File: src/rtl/alarm_time_set.sv
`default_nettype none
// ============================================================================
// Module      : alarm_time_set
// Description : Alarm hour/minute setter with up/down auto-repeat stepping and
//               a ring/snooze/timeout state machine. Optional macro
//               ALARM_12H_EN adds a 12-hour view of the alarm hour.
// Revision    : 1.0 - initial release
// ============================================================================
module alarm_time_set #(
    parameter int W            = 6,
    parameter int HOUR_MOD     = 24,
    parameter int MIN_MOD      = 60,
    parameter int REPEAT_DELAY = 6,
    parameter int REPEAT_RATE  = 2,
    parameter int RING_TICKS   = 180,
    parameter int SNOOZE_MIN   = 5
) (
    input  logic         clock,
    input  logic         reset_hour,
    input  logic         enable,
    input  logic         sel_field,
    input  logic         btn_up,
    input  logic         btn_down,
    input  logic         alarm_on,
    input  logic         snooze,
    input  logic         stop,
    input  logic [W-1:0] cur_hour,
    input  logic [W-1:0] cur_min,
    input  logic [W-1:0] cur_sec,
    output logic [W-1:0] alarm_hour,
    output logic [W-1:0] alarm_min,
    output logic         ringing,
    output logic         snoozing
`ifdef ALARM_12H_EN
    ,
    output logic [W-1:0] alarm_hour12,
    output logic         alarm_pm
`endif
);

    localparam int RPT_W  = $clog2(REPEAT_DELAY + REPEAT_RATE + 1);
    localparam int RING_W = $clog2(RING_TICKS + 1);

    localparam logic [RPT_W-1:0]  RPT_FIRE  = RPT_W'(REPEAT_DELAY);
    localparam logic [RPT_W-1:0]  RPT_LAST  = RPT_W'(REPEAT_DELAY + REPEAT_RATE - 1);
    localparam logic [RING_W-1:0] RING_LAST = RING_W'(RING_TICKS - 1);
    localparam logic [W-1:0]      HOUR_MAX  = W'(HOUR_MOD - 1);
    localparam logic [W-1:0]      MIN_MAX   = W'(MIN_MOD - 1);
    localparam logic [W:0]        SNZ_ADD   = (W+1)'(SNOOZE_MIN);
    localparam logic [W:0]        MIN_MOD_X = (W+1)'(MIN_MOD);

    typedef enum logic [1:0] {
        IDLE   = 2'd0,
        RING   = 2'd1,
        SNOOZE = 2'd2
    } state_t;

    state_t            state, next_state;
    logic              up_q, down_q, sel_q;
    logic [RPT_W-1:0]  rpt_cnt, rpt_next;
    logic [RING_W-1:0] ring_cnt;
    logic [W-1:0]      snz_hour, snz_min, snz_hour_next, snz_min_next;
    logic [W:0]        snz_sum;
    logic              snz_wrap, snz_load, snz_hit, match;
    logic              rpt_active, rpt_fire, up_step, down_step;
    logic [W-1:0]      hour_inc, hour_dec, min_inc, min_dec;

    // Repeat counter runs only while a single button is held on a stable field.
    always_comb begin
        rpt_active = enable && (btn_up ^ btn_down) && (sel_field == sel_q);
        rpt_fire   = rpt_active && (rpt_cnt == RPT_FIRE);
        up_step    = enable && btn_up && !btn_down && (!up_q || rpt_fire);
        down_step  = enable && btn_down && !btn_up && (!down_q || rpt_fire);
        if (!rpt_active)
            rpt_next = '0;
        else if (rpt_cnt == RPT_LAST)
            rpt_next = RPT_FIRE;
        else
            rpt_next = rpt_cnt + RPT_W'(1);
    end

    always_comb begin
        hour_inc = (alarm_hour == HOUR_MAX) ? '0 : alarm_hour + W'(1);
        hour_dec = (alarm_hour == '0) ? HOUR_MAX : alarm_hour - W'(1);
        min_inc  = (alarm_min == MIN_MAX) ? '0 : alarm_min + W'(1);
        min_dec  = (alarm_min == '0) ? MIN_MAX : alarm_min - W'(1);
    end

    // Snooze target: current time plus SNOOZE_MIN, carrying into the hour.
    always_comb begin
        snz_sum       = {1'b0, cur_min} + SNZ_ADD;
        snz_wrap      = (snz_sum >= MIN_MOD_X);
        snz_min_next  = W'(snz_wrap ? snz_sum - MIN_MOD_X : snz_sum);
        snz_hour_next = !snz_wrap ? cur_hour :
                        (cur_hour == HOUR_MAX) ? '0 : cur_hour + W'(1);
        match   = alarm_on && !enable && (cur_hour == alarm_hour) &&
                  (cur_min == alarm_min) && (cur_sec == '0);
        snz_hit = (cur_hour == snz_hour) && (cur_min == snz_min) && (cur_sec == '0);
    end

    always_comb begin
        next_state = state;
        snz_load   = 1'b0;
        case (state)
            IDLE:
                if (match)
                    next_state = RING;
            RING:
                if (stop)
                    next_state = IDLE;
                else if (snooze) begin
                    next_state = SNOOZE;
                    snz_load   = 1'b1;
                end else if (ring_cnt == RING_LAST)
                    next_state = IDLE;
            SNOOZE:
                if (stop)
                    next_state = IDLE;
                else if (snz_hit)
                    next_state = RING;
            default:
                next_state = IDLE;
        endcase
        if (!alarm_on || enable)
            next_state = IDLE;
    end

    always_ff @(posedge clock or posedge reset_hour) begin
        if (reset_hour) begin
            state      <= IDLE;
            up_q       <= 1'b0;
            down_q     <= 1'b0;
            sel_q      <= 1'b0;
            rpt_cnt    <= '0;
            ring_cnt   <= '0;
            snz_hour   <= '0;
            snz_min    <= '0;
            alarm_hour <= '0;
            alarm_min  <= '0;
            ringing    <= 1'b0;
            snoozing   <= 1'b0;
        end else begin
            state    <= next_state;
            up_q     <= btn_up;
            down_q   <= btn_down;
            sel_q    <= sel_field;
            rpt_cnt  <= rpt_next;
            ring_cnt <= (state == RING && next_state == RING) ? ring_cnt + RING_W'(1) : '0;
            ringing  <= (next_state == RING);
            snoozing <= (next_state == SNOOZE);
            if (snz_load) begin
                snz_hour <= snz_hour_next;
                snz_min  <= snz_min_next;
            end else if (next_state == IDLE) begin
                snz_hour <= '0;
                snz_min  <= '0;
            end
            if (up_step || down_step) begin
                if (!sel_field)
                    alarm_hour <= up_step ? hour_inc : hour_dec;
                else
                    alarm_min  <= up_step ? min_inc : min_dec;
            end
        end
    end

`ifdef ALARM_12H_EN
    generate
        if (HOUR_MOD != 24) begin : g_bad_hour_mod
            $error("ALARM_12H_EN requires HOUR_MOD == 24");
        end
    endgenerate

    always_comb begin
        alarm_pm = (alarm_hour >= W'(12));
        if (alarm_hour == '0)
            alarm_hour12 = W'(12);
        else if (alarm_hour > W'(12))
            alarm_hour12 = alarm_hour - W'(12);
        else
            alarm_hour12 = alarm_hour;
    end
`endif

endmodule
`default_nettype wire
File: config.mk
export PLATFORM = sky130hd
export DESIGN_NAME = alarm_time_set
export DESIGN_NICKNAME = d
export VERILOG_FILES = /design/src/rtl/alarm_time_set.sv
export SDC_FILE = /design/constraint.sdc
export NUM_CORES = 1
export LEC_CHECK = 0
export ABC_CLOCK_PERIOD_IN_PS = 2300
export CAP_MARGIN = 15
export CORE_MARGIN = 8
export CORE_UTILIZATION = 30
export CTS_BUF_LIST = sky130_fd_sc_hd__clkbuf_16
export DETAILED_ROUTE_END_ITERATION = 8
export HOLD_SLACK_MARGIN = 0.1
export PLACE_DENSITY = 0.57
export SYNTH_ARGS = -nofsm -noshare
export SYNTH_HDL_FRONTEND = slang
export SYNTH_SLANG_ARGS = --single-unit
File: constraint.sdc
create_clock -name clock -period 2.3 [get_ports clock]
set_input_delay 0.23 -clock clock [delete_from_list [all_inputs] [get_ports clock]]
set_output_delay 0.23 -clock clock [all_outputs]
set_load 0.01 [all_outputs]
# After elaboration in Yosys (flattened, before gate mapping)
# Index checks and enable logic that the tools add are counted.
# word_totals
word_cells	99
rom_bits	0
ramBits	0
n_memories	0
latchBits	0
inputBits	27
reg_bits	43
output_inout_bits	14
# classes
n_bitwise	2
shift	0
magnitude_cmp	1
n_div	0
add_sub_neg	9
reduce_logical	34
eq_ne	15
mul	0
mux	26
# op_table
cell	count
two-way mux 6 bit	12
equality test 6 bit	4
adder 6 x 1 -> 6 bit, second input constant	3
logical NOT 6 bit	3
logical AND 1 bit	16
two-way mux 2 bit	7
equality test 6 x 5 -> 1 bit, second input constant	2
subtractor 6 x 1 -> 6 bit, second input constant	2
adder 8 x 1 -> 8 bit, second input constant	1
equality test 4 x 3 -> 1 bit, second input constant	2
equality test 8 bit, second input constant	1
two-way mux 4 bit	2
two-way mux 8 bit	1
adder 6 x 3 -> 7 bit, second input constant	1
>= comparator 7 x 6 -> 1 bit, second input constant	1
equality test 6 bit, second input constant	1
logical NOT 1 bit	6
case mux 2 bit (3 select lines)	1
subtractor 6 bit, second input constant	1
adder 4 x 1 -> 4 bit, second input constant	1
equality test 2 x 1 -> 1 bit, second input constant	2
equality test 2 bit, second input constant	2
logical NOT 2 bit	2
logical OR 1 bit	4
6 further kinds	9

# Longest topological paths before layout
# logic_depth
word_depth	11
ltp_mapped	9
ltp_nobuf	8

# Worst setup path before layout
# No wires, ideal clock.
# synth_timing
kind	in2reg
from	in cur_min[2]
to	reg snz_hour[3]
t_required_ps	2174
setup_ps	126
path_buffers	1
arrival_ps	2111
path_stages	9
setup_slack_ps	63
path_cell_list	buf_2 -> a21oi_1 -> xnor2_1 -> ha_1 -> or3b_1 -> a21o_1 -> nand3_2 -> or3_1 -> a221o_1
# synth_between
elab_chain_len	9
word_cells_on_any_way	17
cone_classes	1 x add/sub; 1 x order compare; 2 x eq/ne; 7 x mux; 6 x reduce/logical
# synth_rtl
item	line_no	text
from (decl)	28	input logic [W-1:0] cur_min,
parallel branches: the longest is 9 deep, another holds adder 6 x 3 -> 7 bit	--	
to (signal assigned)	152	snz_hour <= snz_hour_next;
to (decl)	62	logic [W-1:0] snz_hour, snz_min, snz_hour_next, snz_min_next;
# Parallel ways; which one is timed is not known.
# A chain may end at the register's enable or synchronous reset.

# Final worst setup path
# Ends and elaborated chain as after synthesis.

==> impl_metrics.toml <==
[timing]
hold_violations = 0
slew_violations = 0
skew_ns = 0.005944
relSlewSlack = 0.6205
fin_crit_ns = 2.128
rsz0062_at_grt = "no"
period_share = 0.9253
max_freq_ghz = 0.4699
setup_viol = 0
worstMarginPinSlew_ns = 0.5693

[floorplanning]
initial_utilization = 0.3076
die_h_um = 118.7
io_pins = 41
fp-row-count = 37
dieArea_um2 = 14080
core_area_um2 = 10280
die_w_um = 118.7

[synth]
synth_edf_count = 0
synth_top_family_by_area = "simple AND/OR/NAND/NOR gates"
synth_xor_area_frac = 0.1163
yosysMostFrequentCell = "dfrtp_1"
synth_flop_cell = "dfrtp_1"
yosys.area.top_type_share = 0.3403
avgSynthCellArea_um2 = 9.138
synth_area_leaders = "dfrtp_1 (34%), xnor2_1 (9.7%), ha_1 (4.7%)"
synth_compound_area_frac = 0.1785
synth-simple-area-share = 0.2414
synth_common_cells = "dfrtp_1 (43), xnor2_1 (35), nor2_1 (34), nand2_1 (19), o21ai_0 (18)"
yosys.area_share.adder = 0.04749
async_reset_ff_frac = 1.000
netlist_instances = 346
synthesis.nets = 385
ys_seq_area_frac = 0.3403
ys_types = 64
synth.ff_latch_count = 43
synth_top_area_cell = "dfrtp_1"
synth.cell_area_um2 = 3162
synth_warnings = 0
muxShareOfSynthArea = 0.01979

[clocking]
holdBufCountCts = 0
clkSlewWorstSetupHoldPaths_ns = 0.06
clockBufferDepth = 2
cts_tree = "built"
worstSkewPairLatency_ns = 0.28
clockRootBuffer = "clkbuf_16"
ctsHtreeMaxLevel = 2
cts.sinks = 43
cts-buffers-inserted = 5

[power]
p_leak_nw = 1.602
power.switching_mw = 1.143
power_frac_comb = 0.399
p_per_area_nw_per_um2 = 767.7
ir_drop_v = 0.0003689
p_seq_frac = 0.379
p_int_mw = 1.896
swShare = 0.3762
power_frac_clock = 0.221

[critical_path]
crit_fanout = 6
path_class = "input port to flop"
required_ns = 2.47
start_kind = "input port"
end_kind = "flop"
r2r-start = "rpt_cnt[0]"
critical_path.startpoint = "cur_min[2]"
crit_arrival_ns = 2.29

[global_route]
first_global_vias = 2606
grt_use_total = 0.1140
gr-total-overflow = 0
grt_first_pass_wirelength_mm = 13.30
grt_max_degree = 44
grt_antenna_before_repair = 0

[final_layout]
nets = 433
post-route-util = 0.3852
layout-drive-gt1-share = 0.1320
fillers = 1046
finalInstanceArea_um2 = 3959
multi_input_area_um2 = 1932
n_antenna_cell = 0
regArea_um2 = 1076
areaGrowthSynthToFinish_pct = 25.21

[placement]
hpwl_mm = 6.037
place_area_um2 = 3796
finalWeightedCongestion = 0.8159
io_buffers = 40

[route]
postRouteAntennaNets = 0
dr.pass1.iters = 4
drtIter0Drc = 126
vias = 2658
drt-total-wl_mm = 8.068
vias_per_cell = 5.015
wire_per_inst_um = 15.22
route.detailed.drc = 0

[run]
drv_cap = 0

[run_status]
status = "complete, no violations"

[worst_hold_path]
hold_path.startpoint = "cur_min[0]"
worstHoldPathType = "input port to flop"
## final timing paths
path / depth (start not counted) / slack, ns / end
worst max-delay path: 9 / 0.17 / snz_hour[3]
worst min-delay path: 3 / 0.37 / snz_min[0]
worst max register to register: 8 / 0.34 / alarm_hour[5]
worst min register to register: 1 / 0.48 / ring_cnt[0]
max in group asynchronous: 3 / 1.52 / alarm_hour[4]
min in group asynchronous: 3 / 0.40 / snoozing
## area by class of cell
cell class	count	share of cell area
sequential	43	0.2718
clock buffer	5	0.03161
timing repair buffer	65	0.1530
clock inverter	2	0.002212
multi-input combinational	268	0.4880
tap	136	0.04298
inverter	11	0.01043
## kinds of logic (layout without fill, tap and decap cells)
group | Yosys count | after routing
mux | 6 | 6
compound gates | 77 | 77
fa+ha+maj | 12 | 12
simple gates | 131 | 131
xor+xnor | 42 | 42
flops | 43 | 43
buf+inv | 35 | 83
## state kept, by name, summed over array words and instances, names as in the netlist
name and count:
down_q 1, up_q 1, sel_q 1, snz_min 6, rpt_cnt 4, alarm_min 6
snoozing 1, ringing 1, alarm_hour 6, snz_hour 6, ring_cnt 8, state 2
## worst max-delay path, cell delays in order
cell	delay, ns
clkdlybuf4s50_1	0.43
buf_4	0.16
xnor2_2	0.17
ha_2	0.23
or3b_1	0.11
a21o_1	0.19
nand3_4	0.12
or3_1	0.36
a221o_1	0.30
## power groups by stage
stage          sequential (mW)  combinational (mW)  clock (mW)
3_3_place_gp              1.17                1.19           0
3_5_place_dp              1.18                1.21           0
5_1_grt                   1.19                1.35       0.712
6_report                  1.15                1.21       0.673
2_1_floorplan             1.03               0.883           0
4_1_cts                   1.16                1.22       0.684
## routing by layer
metal  share of wire  track usage
met5               0            0
met4          0.0081      0.02372
met3           0.032      0.02332
met2            0.49       0.1950
met1            0.47       0.1450
## cells in the final DEF, fill, tap and decap left out, types with 4 or more instances in the layout
master and n:
ha_1 10, o31ai_1 5, a21oi_1 6, o21ai_0 18, xor2_1 7, inv_1 11, xnor2_1 34, or3_1 4
clkdlybuf4s50_1 38, mux2i_1 4, nor3b_1 4, a22o_1 4, dfrtp_1 43, nand2_1 19, and3_1 4, nor2_1 34
nand3_1 16, nand4_1 7, buf_4 24, nor3_1 5, a31oi_1 9, clkbuf_16 5, nor2b_1 7
## metrics by stage
stage	std cells	worst slack (ns)	TNS (ns)	power [mW]	hold slack (ns)
6_report	530	0.1717	0	3.039	0.3736
5_1_grt	530	0.03333	0	3.253	0.4118
4_1_cts	530	0.007225	0	3.067	0.4289
3_5_place_dp	523	-0.2762	-1.613	2.388	0.4714
3_3_place_gp	523	-0.2050	-1.168	2.367	0.4703
2_1_floorplan	346	0.06278	0	1.911	0.2614
## what timing repair did
| action | in CTS | in global routing |
|---|---|---|
| setup endpoints to repair | 0 | 7 |
| resized for setup | 0 | 7 |
| buffers inserted | 0 | 0 |
No activity file was read; power rests on OpenSTA's default activity.
